--- src/rtl/pic_stream.sv ---
// pic_stream: streams one image from a synchronous ROM over valid/ready with row/frame markers
module pic_stream #(
  parameter int DATA_W  = 16,
  parameter int IMG_W   = 28,
  parameter int IMG_H   = 28,
  parameter int NUM_IMG = 1,
  parameter int ADDR_W  = 10,
  parameter int SEL_W   = 4,
  parameter int ROM_LAT = 1
) (
  input  logic              clk,
  input  logic              rst,
  input  logic              start,
  input  logic [SEL_W-1:0]  img_sel,
  output logic              rom_en,
  output logic [ADDR_W-1:0] rom_addr,
  input  logic [DATA_W-1:0] rom_data,
  output logic              out_valid,
  input  logic              out_ready,
  output logic [DATA_W-1:0] out_data,
  output logic              out_eol,
  output logic              out_eof,
  output logic              busy,
  output logic              done,
  output logic              sel_err
);
  localparam int PIX   = IMG_W * IMG_H;
  localparam int DEPTH = ROM_LAT + 2;
  localparam int CW    = $clog2(PIX + 1);
  localparam int XW    = $clog2(IMG_W + 1);
  localparam int YW    = $clog2(IMG_H + 1);
  localparam int PW    = $clog2(DEPTH);
  localparam int NW    = $clog2(DEPTH + 1);
  localparam logic [1:0] IDLE = 2'd0, FETCH = 2'd1, DRAIN = 2'd2;
  logic [1:0]        state;
  logic [ADDR_W-1:0] base;
  logic [CW-1:0]     rd_cnt;
  logic [XW-1:0]     col;
  logic [YW-1:0]     row;
  logic [ROM_LAT-1:0] pipe;
  logic [NW-1:0]     inflight, count;
  logic [PW-1:0]     wr_ptr, rd_ptr;
  logic [DATA_W-1:0] mem [DEPTH];
  logic              accept, push, pop, last_rd;
  assign accept    = state == IDLE && start && 32'(img_sel) < NUM_IMG;
  // credit check: every issued read is guaranteed a FIFO slot when it returns
  assign rom_en    = state == FETCH && (32'(inflight) + 32'(count) < DEPTH);
  assign rom_addr  = base + ADDR_W'(rd_cnt);
  assign last_rd   = rd_cnt == CW'(PIX - 1);
  assign push      = pipe[ROM_LAT-1];
  assign out_valid = count != '0;
  assign pop       = out_valid && out_ready;
  assign out_data  = out_valid ? mem[rd_ptr] : '0;
  assign out_eol   = out_valid && col == XW'(IMG_W - 1);
  assign out_eof   = out_eol && row == YW'(IMG_H - 1);
  assign busy      = state != IDLE;
  always_ff @(posedge clk)
    if (push) mem[wr_ptr] <= rom_data;
  always_ff @(posedge clk or posedge rst)
    if (rst) begin
      state    <= IDLE;
      base     <= '0;
      rd_cnt   <= '0;
      col      <= '0;
      row      <= '0;
      pipe     <= '0;
      inflight <= '0;
      count    <= '0;
      wr_ptr   <= '0;
      rd_ptr   <= '0;
      done     <= 1'b0;
      sel_err  <= 1'b0;
    end else begin
      done     <= state == DRAIN && pop && out_eof;
      sel_err  <= state == IDLE && start && 32'(img_sel) >= NUM_IMG;
      pipe[0]  <= rom_en;
      for (int i = 1; i < ROM_LAT; i++) pipe[i] <= pipe[i-1];
      inflight <= inflight + NW'(rom_en) - NW'(push);
      count    <= count + NW'(push) - NW'(pop);
      if (push) wr_ptr <= wr_ptr == PW'(DEPTH - 1) ? '0 : wr_ptr + 1'b1;
      if (pop) begin
        rd_ptr <= rd_ptr == PW'(DEPTH - 1) ? '0 : rd_ptr + 1'b1;
        col    <= out_eol ? '0 : col + 1'b1;
        if (out_eol) row <= out_eof ? '0 : row + 1'b1;
      end
      if (rom_en) rd_cnt <= rd_cnt + 1'b1;
      if (accept) begin
        state  <= FETCH;
        base   <= ADDR_W'(32'(img_sel) * PIX);
        rd_cnt <= '0;
        col    <= '0;
        row    <= '0;
      end else if (state == FETCH && rom_en && last_rd) state <= DRAIN;
      else if (state == DRAIN && pop && out_eof) state <= IDLE;
    end
endmodule

--- config.mk ---
export PLATFORM = sky130hd
export DESIGN_NAME = pic_stream
export DESIGN_NICKNAME = d
export VERILOG_FILES = /design/src/rtl/pic_stream.sv
export SDC_FILE = /design/constraint.sdc
export NUM_CORES = 1
export LEC_CHECK = 0
export ABC_CLOCK_PERIOD_IN_PS = 3000
export CORE_MARGIN = 5
export CORE_UTILIZATION = 40
export CTS_BUF_LIST = sky130_fd_sc_hd__clkbuf_16
export CTS_CLUSTER_DIAMETER = 50
export DETAILED_ROUTE_END_ITERATION = 8
export REMOVE_ABC_BUFFERS = 1
export SYNTH_ARGS = -nofsm -noshare
export SYNTH_HDL_FRONTEND = slang
export SYNTH_SLANG_ARGS = --single-unit
--- constraint.sdc ---
create_clock -name clk -period 3 [get_ports clk]
set_input_delay 0.45 -clock clk [delete_from_list [all_inputs] [get_ports clk]]
set_output_delay 0.45 -clock clk [all_outputs]
set_load 0.02 [all_outputs]
==> impl_results.md, run 1 <==
* Status: completed
* PD cells at roughly 740 mW/mm2
* Post-route ant nets at 0
* Drt drc at 0
* Crit. End Element: output pin
* Synth area leaders: edfxtp_1 (37%), dfrtp_1 (24%), ha_1 (4.8%)
* H-tree depth at 3
* Layout Nets at between 400 and 500
* Synth Area in Compound Gates at 0.0642
* Routed via count at approximately 2600
* Leakage at just over 0.002 uW
* Hold WC Path Type: flip-flop to flip-flop
* Most instantiated cells after synthesis: edfxtp_1 (48), nor2_1 (47), dfrtp_1 (38)
* Endpoints failing setup at 0
* Post-CTS setup buffers at 0
* Fraction of synthesized cell area in xor and xnor cells at 0.0402
* Routing usage on met1 at 0.189
* Post-synth cell types at 41
* GRT Residual Overflow at 0
* Top-area cell type share of the netlist area at 0.368
* Util after Layout at 0.515
* Initial antenna violation count at 0
* RSZ-0062 raised after global routing: no
* Most used routing layer: met2
* Initial Util at 0.405
* Switching Share at 0.304
* Fillers at 861
* Register area share after synthesis at 0.611
* Combinational power share at 0.293
* Post-Synth Adder-Cell Area at 0.0581
* Full die area at approximately 0.012 mm2
* Fin. Hold Viols at 0
* Seq pwr share at 0.379
* Gate Count Post-Synth at 332
* Crit path launch type: flip-flop
* Largest family of logic cells by synthesized area: simple AND/OR/NAND/NOR gates
* Worst hold margin at 0.496 ns
* First drt pass iteration count at 4
* Clock transition at path regs at 0.06 ns
* Worst Path Arrival at 2.40 ns
* Crit Path Class: flip-flop to output pin
* CTS buffer count at 9
* Clock latency on the worst-skew pair at 0.33 ns
* Number of DRC markers in iteration 0 at 74
* Setup Skew at between 0.005 and 0.006 ns
* Die height at 109 um
* Synthesis Warnings at 0
* Via density at 4.85
* RD Place Congestion at about 0.80
* Core area at between 0.009 and 0.01 mm2
* Clock Power Share at 0.328
* Top Ports at 57
* Simple-gate share of the synthesized area at 0.138
* Crit Path Max Fanout at 6
* Max Cap Viol at 0
* Diodes inserted at 0
* Number of global-route vias before repair at 2606
* Routing usage on met2 at 0.209
* Maximum buffer depth of the clock tree at 2
* P_int at 2560 uW
* #FFs+latches synth at 86
* Fmax at about 0.35 GHz
* P_sw at 1120 uW
* Setup_tns at 0 ns
* Routed wire length at 7.40 mm
* Slew at the pin closest to its max-slew limit at 0.846 ns
* Post-synth ARST share at 0.442
* Avg Inst Size Synth at 11.8 um2
* Max VDD drop at 0.000365 V
* DP Wirelength at between 5 and 6 mm
* Largest net degree at the start of global routing at 39
* Met3 GRT Util at 0.0420
* Wire length per cell at 13.9 um
* Synth-to-Final Area Change at 27.2%
* First-pass GRT wire length at 12.6 mm
* Post-synth EDFFs at 48
* CTS Root Cell: clkbuf_16
* Site Rows at 36
* Share of layout cells above drive strength 1 at 0.0752
* Die width at 109 um
* Post-route minimum period at 2.85 ns
* Worst slew margin relative to its limit at 0.436
* Most frequent cell after synthesis: edfxtp_1
* CTS Hold Buffers Added at 0
* Post-synthesis cell area at 0.00392 mm2
* I/O Buffers at 56
* Worst Path Required at roughly 2.6 ns
* Fin crit share at 0.949
* GRT Overall Usage at 0.138
* Yosys top cell by area: edfxtp_1
* Max Slew Vio Count at 0
* Clk sink count at 86
* Mux cell area share after synthesis at 0.0489
* Ys flop type: edfxtp_1
* CTS tree: done
## stage by stage
stage          total power, uW  cell area, um2  cells  setup WS [ns]
2_1_floorplan             2020            3830    315          0.648
3_3_place_gp              2490            4660    516          0.219
3_5_place_dp              2510            4660    516          0.161
4_1_cts                   3720            4980    532         0.0280
5_1_grt                   3900            4980    532        0.00124
6_report                  3670            4980    532          0.153
## flip-flops by register name, summed over array words and instances, names as in the netlist
register  cells
col           5
state         2
sel_err       1
rd_ptr        2
wr_ptr        2
mem          48
done          1
pipe          1
inflight      2
base          5
rd_cnt       10
row           5
count         2
## cells in the final DEF, fill, tap and decap left out, types with 3 or more instances in the layout
cell type / n
o211ai_1: 4
or4_1: 3
ha_1: 15
xnor2_1: 13
buf_4: 11
clkbuf_16: 9
inv_6: 3
o31ai_1: 3
inv_1: 18
nor4_1: 3
edfxtp_1: 48
a21o_1: 4
xor2_1: 5
o21ai_0: 6
nor2_1: 47
and3_1: 3
nand2_1: 23
clkdlybuf4s50_1: 54
nand3_1: 13
mux2i_1: 18
dfrtp_1: 38
a21oi_1: 25
and2_1: 3
## cell type report
class / instances / area [um2] / area share
timing repair buffer: 68 / 661 / 0.133
tap: 133 / 166 / 0.0334
inverter: 18 / 67.6 / 0.0136
sequential: 86 / 2390 / 0.480
clock buffer: 9 / 225 / 0.0452
multi-input combinational: 211 / 1370 / 0.275
clock inverter: 7 / 103 / 0.0206
## path summary, 6_finish.rpt
check                      slack (ns)  cells after the start           to  startpoint
setup / recovery                 0.15                      6  rom_addr[9]   rd_cnt[5]
hold / removal                   0.50                      1       row[4]      row[4]
setup reg to reg                 0.44                      7    rd_cnt[9]    count[0]
hold reg to reg                  0.50                      1       row[4]      row[4]
max in group asynchronous        2.13                      3       col[0]         rst
min in group asynchronous        0.53                      3    rd_cnt[1]         rst
## timing repair
item                       CTS  global route
resized for setup            1             3
setup endpoints to repair    1             2
hold endpoints to repair     0             0
## cells by family (layout without fill, tap and decap cells)
logic type                 count (synthesis)  in the layout
muxes                                     19             19
buffers and inverters                     35            102
adders and majority gates                 17             17
DFF                                       86             86
xor gates and xnor gates                  18             18
and+or+nand+nor                          113            113
AOI/OAI and AO/OA                         44             44
## layer usage
| metal | part of all wire | vias to the layer above |
|---|---|---|
| met5 | 0 | - |
| met4 | 0.013 | 0 |
| met3 | 0.038 | 9 |
| met2 | 0.47 | 39 |
| met1 | 0.48 | 1242 |
| li1 | - | 1290 |
## critical path, cell delays in order, from the launching register on
cell and delay, ns:
dfrtp_1 0.46, ha_1 0.31, a21oi_1 0.21, o211ai_1 0.13, a21oi_1 0.20, xnor2_1 0.14, clkdlybuf4s50_1 0.62
## power by group through the flow
stage / sequential, uW / clock [uW] / combinational, uW
after floorplan: 1450 / 0 / 565
after global placement: 1410 / 0 / 1080
after detailed placement: 1410 / 0 / 1090
after CTS: 1390 / 1230 / 1100
after global routing: 1400 / 1290 / 1210
final: 1390 / 1200 / 1070
(Power assumes the default switching activity.)
==> run 2: changes to the inputs <==
--- a/config.mk
+++ b/config.mk
@@ -6,11 +6,13 @@
 export NUM_CORES = 1
 export LEC_CHECK = 0
 export ABC_CLOCK_PERIOD_IN_PS = 3000
+export CORE_ASPECT_RATIO = 1.25
 export CORE_MARGIN = 5
 export CORE_UTILIZATION = 40
 export CTS_BUF_LIST = sky130_fd_sc_hd__clkbuf_16
 export CTS_CLUSTER_DIAMETER = 50
 export DETAILED_ROUTE_END_ITERATION = 8
+export HOLD_SLACK_MARGIN = 0.12
 export REMOVE_ABC_BUFFERS = 1
 export SYNTH_ARGS = -nofsm -noshare
 export SYNTH_HDL_FRONTEND = slang
==> run 2 against run 1 <==
  * Worst hold slack worse by 0.00053 ns
  * Maximum frequency increased by 2.3%
  * Register-to-register slack gained 0.06 ns
  * Via count grew 2.0%
  * Design area decreased by 1.2%
  * Critical path depth stayed put
  * Largest cell class unchanged
  * Largest power group unchanged
  * Highest routed layer unchanged
==> impl_results.md, run 2 (synthesized netlist as in run 1, its figures left out) <==
* Status: completed
* Post-route ant nets at 0
* CP max stage delay at 0.62 ns
* Post-route minimum period at 2.78 ns
* Largest Register: mem
* Clk sink count at 86
* Worst path slowest cell: clkdlybuf4s50_1
* Initial antenna violation count at 0
* Initial Util at 0.408
* Max FFs per register at 48
* Core area at 0.00961 mm2
* Crit Path Class: flip-flop to output pin
* Fin crit share at 0.928
* Seq pwr share at 0.394
* Worst slew margin relative to its limit at 0.451
* Number of DRC markers in iteration 0 at 83
* Wire length per cell at 14.3 um
* Die height at 121 um
* Clock latency on the worst-skew pair at ~0.33 ns
* Cell Chain, Critical Path: ha_1 -> a21oi_1 -> o211ai_1 -> a21oi_1 -> xnor2_1 -> clkdlybuf4s50_1
* Synth-to-Final Area Change at 25.6%
* Diodes inserted at 0
* Top flop regs: mem (48), rd_cnt (10)
* Endpoints failing setup at 0
* Full die area at 0.0119 mm2
* I/O Buffers at 56
* Most frequent cells in the layout: clkdlybuf4s50_1 (54), edfxtp_1 (48), nor2_1 (47), dfrtp_1 (38), a21oi_1 (25)
* Family with the most delay on the worst path: buffers and inverters
* Fmax at 0.359 GHz
* Most used cell, CP: a21oi_1
* Via density at 5.01
* Worst Path Arrival at 2.33 ns
* P_sw at 1050 uW
* Largest net degree at the start of global routing at 39
* Setup Skew at 0.00298 ns
* Post-CTS setup buffers at 0
* Switching Share at 0.302
* Max Cap Viol at 0
* CTS tree: done
* CTS Root Cell: clkbuf_16
* Setup WS post-layout at roughly 0.22 ns
* Max Slew Vio Count at 0
* Combinational power share at 0.309
* Routed via count at 2632
* Clock Power Share at 0.297
* Leakage at 0.00204 uW
* Crit. End Element: output pin
* First-pass GRT wire length at 13.0 mm
* Worst Path Required at between 2 and 3 ns
* Buf+Inv Stages, Crit Path at 1
* Hold WC Path Type: flip-flop to flip-flop
* Site Rows at 40
* Setup_tns at 0 ns
* Crit path launch type: flip-flop
* Number of global-route vias before repair at about 2700
* Crit Path Max Fanout at 6
* RD Place Congestion at 0.735
* CTS buffer count at 9
* Top Ports at 57
* P_int at 2440 uW
* RSZ-0062 raised after global routing: no
* Fin. Hold Viols at 0
* GRT Residual Overflow at 0
* GRT Overall Usage at 0.137
* Most common cell after layout, fill and taps aside: clkdlybuf4s50_1
* Share of layout cells above drive strength 1 at 0.0652
* H-tree depth at 3
* Worst hold margin at 0.495 ns
* Drt drc at 0
* DP Wirelength at 5.23 mm
* Slew at the pin closest to its max-slew limit at around 0.82 ns
* PD cells at 710 mW/mm2
* Die width at 98.5 um
* First drt pass iteration count at 4
* Clock transition at path regs at 0.06 ns
* Maximum buffer depth of the clock tree at 2
* Pre-CTS setup slack at 0.261 ns
* Layout Nets at 435
* Max VDD drop at between 0.0003 and 0.0004 V
* Routed wire length at 7.50 mm
## run 2: changes by cell type in the layout (fill, tap and decap cells not counted)
cell,delta
buf_12,-1
buf_4,+1
bufinv_16,-1
clkbuf_2,-1
clkinv_2,+2
clkinv_4,-1
dlygate4sd2_1,+1
inv_1,+3
inv_6,-3
## run 2: timing repair
action,in CTS,in global routing
resized for setup,1,1
hold buffers,0,0
endpoints found under the hold margin,0,0
endpoints found under the setup margin,1,1
pin swaps,0,0
## run 2: final timing paths
check | startpoint | to | slack, ns | cells past startpoint
max | rd_cnt[5] | rom_addr[9] | 0.22 | 6
min | row[4] | row[4] | 0.50 | 1
max reg2reg | count[0] | rd_cnt[9] | 0.50 | 7
min reg2reg | row[4] | row[4] | 0.50 | 1
max in group asynchronous | rst | row[4] | 2.11 | 3
min in group asynchronous | rst | pipe | 0.54 | 3
## run 2: stage by stage
stage	cells	total power, uW	utilization	area (um2)
2_1_floorplan	315	2020	-	3830
3_3_place_gp	509	2480	0.483	4640
3_5_place_dp	509	2500	0.483	4640
4_1_cts	525	3550	0.512	4920
5_1_grt	525	3710	0.512	4920
6_report	525	3490	0.512	4920
## run 2: power by group through the flow
stage | Combinational (uW) | Clock, uW | Sequential [uW]
detailed placement | 1100 | 0 | 1400
global route | 1190 | 1130 | 1390
floorplan | 565 | 0 | 1450
global placement | 1090 | 0 | 1390
finish | 1080 | 1040 | 1370
CTS | 1100 | 1070 | 1380
## run 2: cell type report
cell class | count | area (um2)
inverter | 18 | 67.6
fill | 878 | 4690
sequential | 86 | 2390
multi-input combinational | 211 | 1370
clock inverter | 7 | 58.8
clock buffer | 9 | 225
tap | 126 | 158
timing repair buffer | 68 | 652
## run 2: worst reg2reg max path: cells and delay by family, from the launching register on
kind                       cells  cell delay (ns)
and+or+nand+nor                4             1.31
adders and majority gates      2             0.54
DFF                            1             0.41
buffers and inverters          1             0.17
## run 2: layer usage
layer  up-vias  GRT usage  part of all wire  routed length [um]
li1       1283          -                 -                   -
met1      1280      0.164              0.44                3280
met2        60      0.237              0.51                3790
met3         9     0.0358             0.044                 328
met4         0     0.0512             0.013                  97
met5         -          0                 0                   0
